[src/rtl/io_slow_out_seq.sv]
// rtl/io_slow_out_seq.sv - slow-output character sequencer; optional parity bit via G15_OUT_PARITY_EN
module io_slow_out_seq #(
    parameter int CHARS_PER_WORD = 7,
    parameter int ACK_TIMEOUT    = 4096,
    parameter int GAP_CYCLES     = 3
) (
    input  logic       CLOCK,
    input  logic       rst,
    input  logic       T0,
    input  logic       OZ,
    input  logic       SLOW_OUT,
    input  logic       MZ,
    input  logic [2:0] FMT,
    input  logic       DEV_ACK,
    output logic       DEV_REQ,
    output logic [6:0] DEV_CODE,
    output logic       DIGIT_OF,
    output logic       WAIT_OF,
    output logic       CR_TAB_OF,
    output logic       OUT_DONE,
    output logic       SEQ_READY,
    output logic       SEQ_ERR
);
    localparam int TW = (ACK_TIMEOUT > 1) ? $clog2(ACK_TIMEOUT) : 1;
    localparam int GW = (GAP_CYCLES > 1) ? $clog2(GAP_CYCLES) : 1;
    localparam int CW = (CHARS_PER_WORD > 1) ? $clog2(CHARS_PER_WORD) : 1;

    localparam logic [1:0] CLS_DIGIT = 2'b00;
    localparam logic [1:0] CLS_CRTAB = 2'b01;
    localparam logic [1:0] CLS_WAIT  = 2'b10;
    localparam logic [1:0] CLS_END   = 2'b11;

    typedef enum logic [2:0] {
        S_IDLE, S_SYNC, S_ASSEMBLE, S_PRESENT, S_WAIT_ACK, S_GAP
    } state_t;

    state_t        state, state_nx;
    logic          slow_d;
    logic [2:0]    fmt_r;
    logic [3:0]    oa;
    logic [1:0]    bit_cnt;
    logic [TW-1:0] tmo_cnt;
    logic [GW-1:0] gap_cnt;
    logic [CW-1:0] char_cnt;
    logic [1:0]    cls_r;
    logic          par;
    logic          slow_rise;
    logic          abort;
    logic          ack_take;
    logic          tmo_hit;
    logic          gap_done;
    logic          last_in_word;

    function automatic logic [1:0] fmt_class(input logic [2:0] f);
        case (f)
            3'b010, 3'b110: fmt_class = CLS_CRTAB;
            3'b111:         fmt_class = CLS_WAIT;
            3'b001:         fmt_class = CLS_END;
            default:        fmt_class = CLS_DIGIT;
        endcase
    endfunction

    assign cls_r        = fmt_class(fmt_r);
    assign slow_rise    = SLOW_OUT & ~slow_d;
    assign abort        = (state != S_IDLE) && !SLOW_OUT;
    assign last_in_word = (char_cnt == CW'(CHARS_PER_WORD - 1));
    assign SEQ_READY    = (state == S_IDLE);

`ifdef G15_OUT_PARITY_EN
    assign par = ~^{cls_r, oa};
`else
    assign par = 1'b0;
`endif

    // State register
    always_ff @(posedge CLOCK) begin
        if (!rst) begin
            state <= S_IDLE;
        end else begin
            state <= state_nx;
        end
    end

    // Next-state decode; dropping SLOW_OUT overrides every other event
    always_comb begin
        state_nx = state;
        ack_take = 1'b0;
        tmo_hit  = 1'b0;
        gap_done = 1'b0;
        case (state)
            S_IDLE: begin
                // after a timeout, only a fresh SLOW_OUT rise restarts the sequencer
                if (SLOW_OUT && (!SEQ_ERR || slow_rise)) state_nx = S_SYNC;
            end
            S_SYNC: begin
                // T0 never overlaps the OZ window; a T0 inside it is a glitch
                if (T0 && !OZ) state_nx = S_ASSEMBLE;
            end
            S_ASSEMBLE: begin
                if (bit_cnt == 2'd3) state_nx = S_PRESENT;
            end
            S_PRESENT: begin
                state_nx = S_WAIT_ACK;
            end
            S_WAIT_ACK: begin
                if (DEV_ACK) begin
                    ack_take = 1'b1;
                    state_nx = S_GAP;
                end else if (tmo_cnt == TW'(ACK_TIMEOUT - 1)) begin
                    tmo_hit  = 1'b1;
                    state_nx = S_IDLE;
                end
            end
            S_GAP: begin
                if (gap_cnt == GW'(GAP_CYCLES - 1)) begin
                    gap_done = 1'b1;
                    if (cls_r == CLS_END)  state_nx = S_IDLE;
                    else if (last_in_word) state_nx = S_SYNC;
                    else                   state_nx = S_ASSEMBLE;
                end
            end
            default: state_nx = S_IDLE;
        endcase
        if (abort) begin
            state_nx = S_IDLE;
            ack_take = 1'b0;
            tmo_hit  = 1'b0;
            gap_done = 1'b0;
        end
    end

    // Datapath: digit assembly, handshake, counters, strobes and sticky error
    always_ff @(posedge CLOCK) begin
        if (!rst) begin
            slow_d    <= 1'b0;
            fmt_r     <= 3'd0;
            oa        <= 4'd0;
            bit_cnt   <= 2'd0;
            tmo_cnt   <= '0;
            gap_cnt   <= '0;
            char_cnt  <= '0;
            DEV_REQ   <= 1'b0;
            DEV_CODE  <= 7'd0;
            DIGIT_OF  <= 1'b0;
            WAIT_OF   <= 1'b0;
            CR_TAB_OF <= 1'b0;
            OUT_DONE  <= 1'b0;
            SEQ_ERR   <= 1'b0;
        end else begin
            slow_d    <= SLOW_OUT;
            DIGIT_OF  <= 1'b0;
            WAIT_OF   <= 1'b0;
            CR_TAB_OF <= 1'b0;
            OUT_DONE  <= 1'b0;
            if (slow_rise) SEQ_ERR <= 1'b0;
            if (abort) begin
                DEV_REQ  <= 1'b0;
                char_cnt <= '0;
            end else begin
                case (state)
                    S_IDLE: char_cnt <= '0;
                    S_SYNC: begin
                        if (T0 && !OZ) begin
                            bit_cnt <= 2'd0;
                            fmt_r   <= FMT;
                        end
                    end
                    S_ASSEMBLE: begin
                        oa[bit_cnt] <= MZ;
                        bit_cnt     <= bit_cnt + 2'd1;
                    end
                    S_PRESENT: begin
                        DEV_CODE <= {par, cls_r, oa};
                        DEV_REQ  <= 1'b1;
                        tmo_cnt  <= '0;
                    end
                    S_WAIT_ACK: begin
                        if (ack_take) begin
                            DEV_REQ   <= 1'b0;
                            gap_cnt   <= '0;
                            DIGIT_OF  <= (cls_r == CLS_DIGIT);
                            WAIT_OF   <= (cls_r == CLS_WAIT);
                            CR_TAB_OF <= (cls_r == CLS_CRTAB);
                        end else if (tmo_hit) begin
                            DEV_REQ <= 1'b0;
                            SEQ_ERR <= 1'b1;
                        end else begin
                            tmo_cnt <= tmo_cnt + TW'(1);
                        end
                    end
                    S_GAP: begin
                        if (gap_done) begin
                            if (cls_r == CLS_END) begin
                                OUT_DONE <= 1'b1;
                            end else if (last_in_word) begin
                                char_cnt <= '0;
                            end else begin
                                char_cnt <= char_cnt + CW'(1);
                                bit_cnt  <= 2'd0;
                                fmt_r    <= FMT;
                            end
                        end else begin
                            gap_cnt <= gap_cnt + GW'(1);
                        end
                    end
                    default: ;
                endcase
            end
        end
    end
endmodule

[config.mk]
export PLATFORM = sky130hd
export DESIGN_NAME = io_slow_out_seq
export DESIGN_NICKNAME = d
export VERILOG_FILES = /design/src/rtl/io_slow_out_seq.sv
export SDC_FILE = /design/constraint.sdc
export NUM_CORES = 1
export LEC_CHECK = 0
export BUFFER_PORTS_ARGS = -buffer_cell sky130_fd_sc_hd__buf_2
export CAP_MARGIN = 20
export CORE_MARGIN = 1.5
export CORE_UTILIZATION = 65
export CTS_BUF_LIST = sky130_fd_sc_hd__clkbuf_8
export DETAILED_ROUTE_END_ITERATION = 8
export PLACE_DENSITY = 0.87
export SLEW_MARGIN = 25
export SYNTH_ARGS = -nofsm -noshare
export SYNTH_HDL_FRONTEND = slang
export SYNTH_SLANG_ARGS = --single-unit
[constraint.sdc]
create_clock -name CLOCK -period 5.1 [get_ports CLOCK]
set_clock_uncertainty 0.2 [all_clocks]
set_input_delay 1.02 -clock CLOCK [delete_from_list [all_inputs] [get_ports CLOCK]]
set_output_delay 1.02 -clock CLOCK [all_outputs]
set_load 0.02 [all_outputs]
== Word-level counts from Yosys, hierarchy flattened ==
Index checks and enable logic that the tools add are counted.
Word-level totals
  memories: 0
  input bits: 10
  bits in writable memories: 0
  memory bits (read-only): 0
  output and inout port bits: 14
  word-level logic and storage cells: 139
  register bits: 42
  latch bits: 0
Operators by class
  shift-type cells: 0
  eq/ne operators: 29
  order comparisons: 2
  muxes and demuxes: 52
  bitwise logic cells: 8
  divide/modulo/power cells: 0
  reductions and logical operators: 29
  multipliers: 0
  add/subtract/negate cells: 4
Operators with widths (count)
  $mux W3: 13
  $mux W12: 2
  $pmux W12 S2: 1
  $ne A2 B2 Y1 const B: 10
  $mux W1: 19
  $pmux W3 S6: 1
  $mux W2: 8
  $eq A3 B3 Y1 const B: 5
  $add A12 B1 Y12 const B: 1
  $eq A12 B12 Y1 const B: 1
  $pmux W2 S3: 2
  $pmux W3 S2: 2
  $reduce_and A6 Y1: 2
  $eq A3 B2 Y1 const B: 3
  $eq A2 B2 Y1 const B: 4
  $reduce_and A4 Y1: 2
  $reduce_bool A2 Y1: 4
  $reduce_or A4 Y1: 2
  $not A1 Y1: 7
  $eq A3 B1 Y1 const B: 2
  $ne A3 B3 Y1 const B: 2
  $reduce_and A2 Y1: 3
  $reduce_bool A3 Y1: 2
  $reduce_and A5 Y1: 1
  other kinds (18): 25

== Longest topological paths before layout ==
  depth after elaboration: 9
  depth in mapped cells: 7
  depth with buffers taken out: 7

== Worst setup path before layout ==
OpenSTA, ideal clock, no wires.
  path type: in2reg
  start: input SLOW_OUT
  end: register tmo_cnt[9]
  stages on the path: 7
  path slack: 2.771 ns
  path buffers: 2
  data required time: 4.786 ns
  arrival: 2.015 ns
  setup time: 0.114 ns
  cells stage by stage: buf_4 > nand4bb_1 > buf_2 > a311oi_2 > nand4_1 > xor2_1 > nor2_1
On the way
  cells in the longest elaborated chain, start to end: 5
  elaborated cells on any way between the ends: 8
  classes of those cells: eq/ne (2); mux (2); bitwise (1); reduce/logical (3)
Ends and longest elaborated chain
  start: declaration: RTL line 11  | input logic SLOW_OUT,
  $logic_not A1 Y1 (*): RTL line 65  | assign abort = (state != S_IDLE) && !SLOW_OUT;
  $logic_and A1 B1 Y1 (*): RTL line 65
  $mux W1: RTL line 124  | if (abort) begin
  $ne A2 B2 Y1 (no source line)
  $reduce_and A4 Y1 (no source line) (*)
  end signal: assignment: RTL line 188  | tmo_cnt <= tmo_cnt + TW'(1);
  end: declaration: RTL line 42  | logic [TW-1:0] tmo_cnt;
Every way passes the cells marked *; elsewhere a longest branch is shown, timed or not.
A chain may end at the register's enable or synchronous reset.

== Worst setup path after layout ==
  start: register state[1]
  end: output SEQ_READY
On the way
  cells in the longest elaborated chain, start to end: 1
Ends and longest elaborated chain
  start: declaration: RTL line 37  | state_t state, state_nx;
  start signal: assignment: RTL line 80  | state <= state_nx;
  $logic_not A3 Y1: RTL line 67  | assign SEQ_READY = (state == S_IDLE);
  end: declaration: RTL line 21  | output logic SEQ_READY,
No other way between the ends.

==> metrics.csv <==
metric,value,unit
# clock sinks,42,
Critical-path top delay cell,nor3_2,
"area leader, netlist",dfxtp_1,
Pre-antenna DRT Iters,4,
Antenna Cells,0,
first-pass GRT wire length,7410,µm
placed cells,303,
CTS tree,yes,
"Largest delay share family, worst path",simple AND/OR/NAND/NOR gates,
Residual DRC,0,
worst skew pair latency,0.29,ns
vias in the first global route,1664,
Worst EP arrival,1.43,ns
"count leader, synth",dfxtp_1,
Peak Freq,377,MHz
Worst IR Drop VDD,201,µV
clk buf depth,2,
met2 wire length,2120,µm
Post-synth EDFFs,0,
async set-or-reset flop fraction in the synthesized netlist,0,%
Synth top cells by count,"dfxtp_1, nand2_1, nor2_1",
Layout Nets,282,
max cap viols,0,
CTS buffer count,5,
Mapped Cells,249,
Initial Utilization,69.0,%
Util after Layout,74.6,%
worst slew pin tran,0.575,ns
CP Buf/Inv Count,1,
Worst-path clk slew,0.08,ns
DP Wirelength,3000,µm
top_reg_cell synth,dfxtp_1,
post-CTS sizing,0,
Final Hold Violating Endpoints,0,
Tmin final,2.65,ns
I/O Pins,24,
Final period util,52.0,%
max-slew violation count,0,
root buf cell,clkbuf_8,
area share of the largest cell type after synthesis,39.6,%
"slowest stage delay, CP",0.46,ns
Static Leak,0.865,nW
"Remaining Overflow, GRT",0,
Yosys Warn Count,0,
routed wire length on met3,189,µm
Synth Area per Inst,8.53,µm²
layout cells sized above 1,15.0,%
postcts setup bufs,0,
DR vias,1775,
post-synth cell types,52,
DRT met1 WL,1920,µm
Total Neg Setup Slack,0,ns
setup violators final,0,
critical path required time,3.88,ns
"antenna viol nets, final",0,
Die X,60.2,µm
vias per inst,5.73,
wire length per cell,13.9,µm
largest net degree at the start of global routing,26,
count of input and output buffers,22,
Worst Setup End Kind,primary output,
Worst Setup Start Kind,register,
synthesized net count,265,
Area contributors post-synth,"dfxtp_1, nand2_1, xor2_1",
"flops & latches, synth",42,
status,"finished, final reports clean",
post-synthesis sequential area ratio,39.6,%
FP Rows,20,
DRT Wirelength,4310,µm
number of antenna violations at the first check in global routing,0,
DR iter-0 viols,124,
area grow syn2layout,8.01,%
RSZ-0062 raised after global routing,false,
critical path class,reg -> out,
Die Y,60.2,µm
die area,3620,µm²
routability cong.,0.810,
cells along the critical path,nor3_2 -> buf_2,
max_slew headroom,61.5,%
Hold WC Path Type,reg -> reg,
Max Used Layer,met4,
hold_buf cts,0,
Core ar.,3080,µm²
"Cell Count, Final, Fillers Out",310,
GRT Total Usage,27.3,%
PwrDens,297,nW/µm²
synthesized area,2120,µm²
CP Max Fanout,11,
CTS H-tree lvls,2,
-- where the power goes --
group | internal [W] | total [W] | switching, W
clock network | 0.0000919 | 0.000199 | 0.000107
registers | 0.000337 | 0.000358 | 0.0000213
logic | 0.0000508 | 0.000124 | 0.0000734
-- layout by cell type, fill, tap and decap left out, types with 3 or more instances in the layout --
cell	count
dfxtp_1	42
nand2_1	38
nor2_1	24
buf_2	22
nand3_1	16
xor2_1	11
a21boi_0	11
o21ai_0	9
inv_1	7
a21oi_1	7
ha_1	6
and2_1	5
clkbuf_8	5
nor3_1	4
o31ai_1	4
and3_1	4
nand2b_1	4
mux2i_1	4
and4_1	3
-- path summary, 6_finish.rpt --
path                            slack [ns]        start           to  cells after the start
worst max register to register        2.95     state[2]   tmo_cnt[9]                      5
worst max-delay path                  2.45     state[1]    SEQ_READY                      2
worst min register to register        0.26  DEV_CODE[2]  DEV_CODE[2]                      2
worst min-delay path                  0.26  DEV_CODE[2]  DEV_CODE[2]                      2
-- layout make-up --
type / instances / area [µm²]
Fill cell: 237 / 783
Tap cell: 44 / 55.1
Sequential cell: 42 / 841
Timing Repair Buffer: 22 / 110
Inverter: 7 / 26.3
Clock inverter: 2 / 10.0
Clock buffer: 5 / 68.8
Multi-Input combinational cell: 188 / 1180
-- flip-flops by register name, summed over array words and instances, names as in the netlist --
signal     flops
char_cnt       3
state          3
CR_TAB_OF      1
DIGIT_OF       1
tmo_cnt       12
bit_cnt        2
SEQ_ERR        1
DEV_CODE       6
DEV_REQ        1
gap_cnt        2
oa             4
WAIT_OF        1
slow_d         1
OUT_DONE       1
fmt_r          3
-- cells by family after synthesis --
group / synth area share [%]
AOI/OAI and AO/OA: 17.3
buffers and inverters: 4.71
DFF: 39.6
xor gates and xnor gates: 4.95
adders and majority gates: 3.53
muxes: 1.88
and+or+nand+nor: 27.9
other: 0.177
-- layer usage --
layer,GRT usage [%],up-vias
met5,0,-
met4,11.4,0
met3,7.14,8
met2,45.7,43
met1,33.0,830
li1,-,894
-- through the flow --
stage / power [W] / hold WS, ns / setup slack [ns] / area, µm²
after floorplan: 0.000469 / 0.241 / 2.77 / 2120
after CTS: 0.000686 / 0.268 / 2.44 / 2290
after detailed placement: 0.000489 / 0.256 / 2.42 / 2220
after global routing: 0.000715 / 0.282 / 2.38 / 2290
after global placement: 0.000485 / 0.250 / 2.51 / 2220
final: 0.000682 / 0.263 / 2.45 / 2290
-- worst min-delay path, cell delays in order (launching register included) --
cell and delay (ns):
dfxtp_1 0.31, nand2_1 0.05, a21boi_0 0.06
Note: power is estimated with default switching activity, not from simulation.
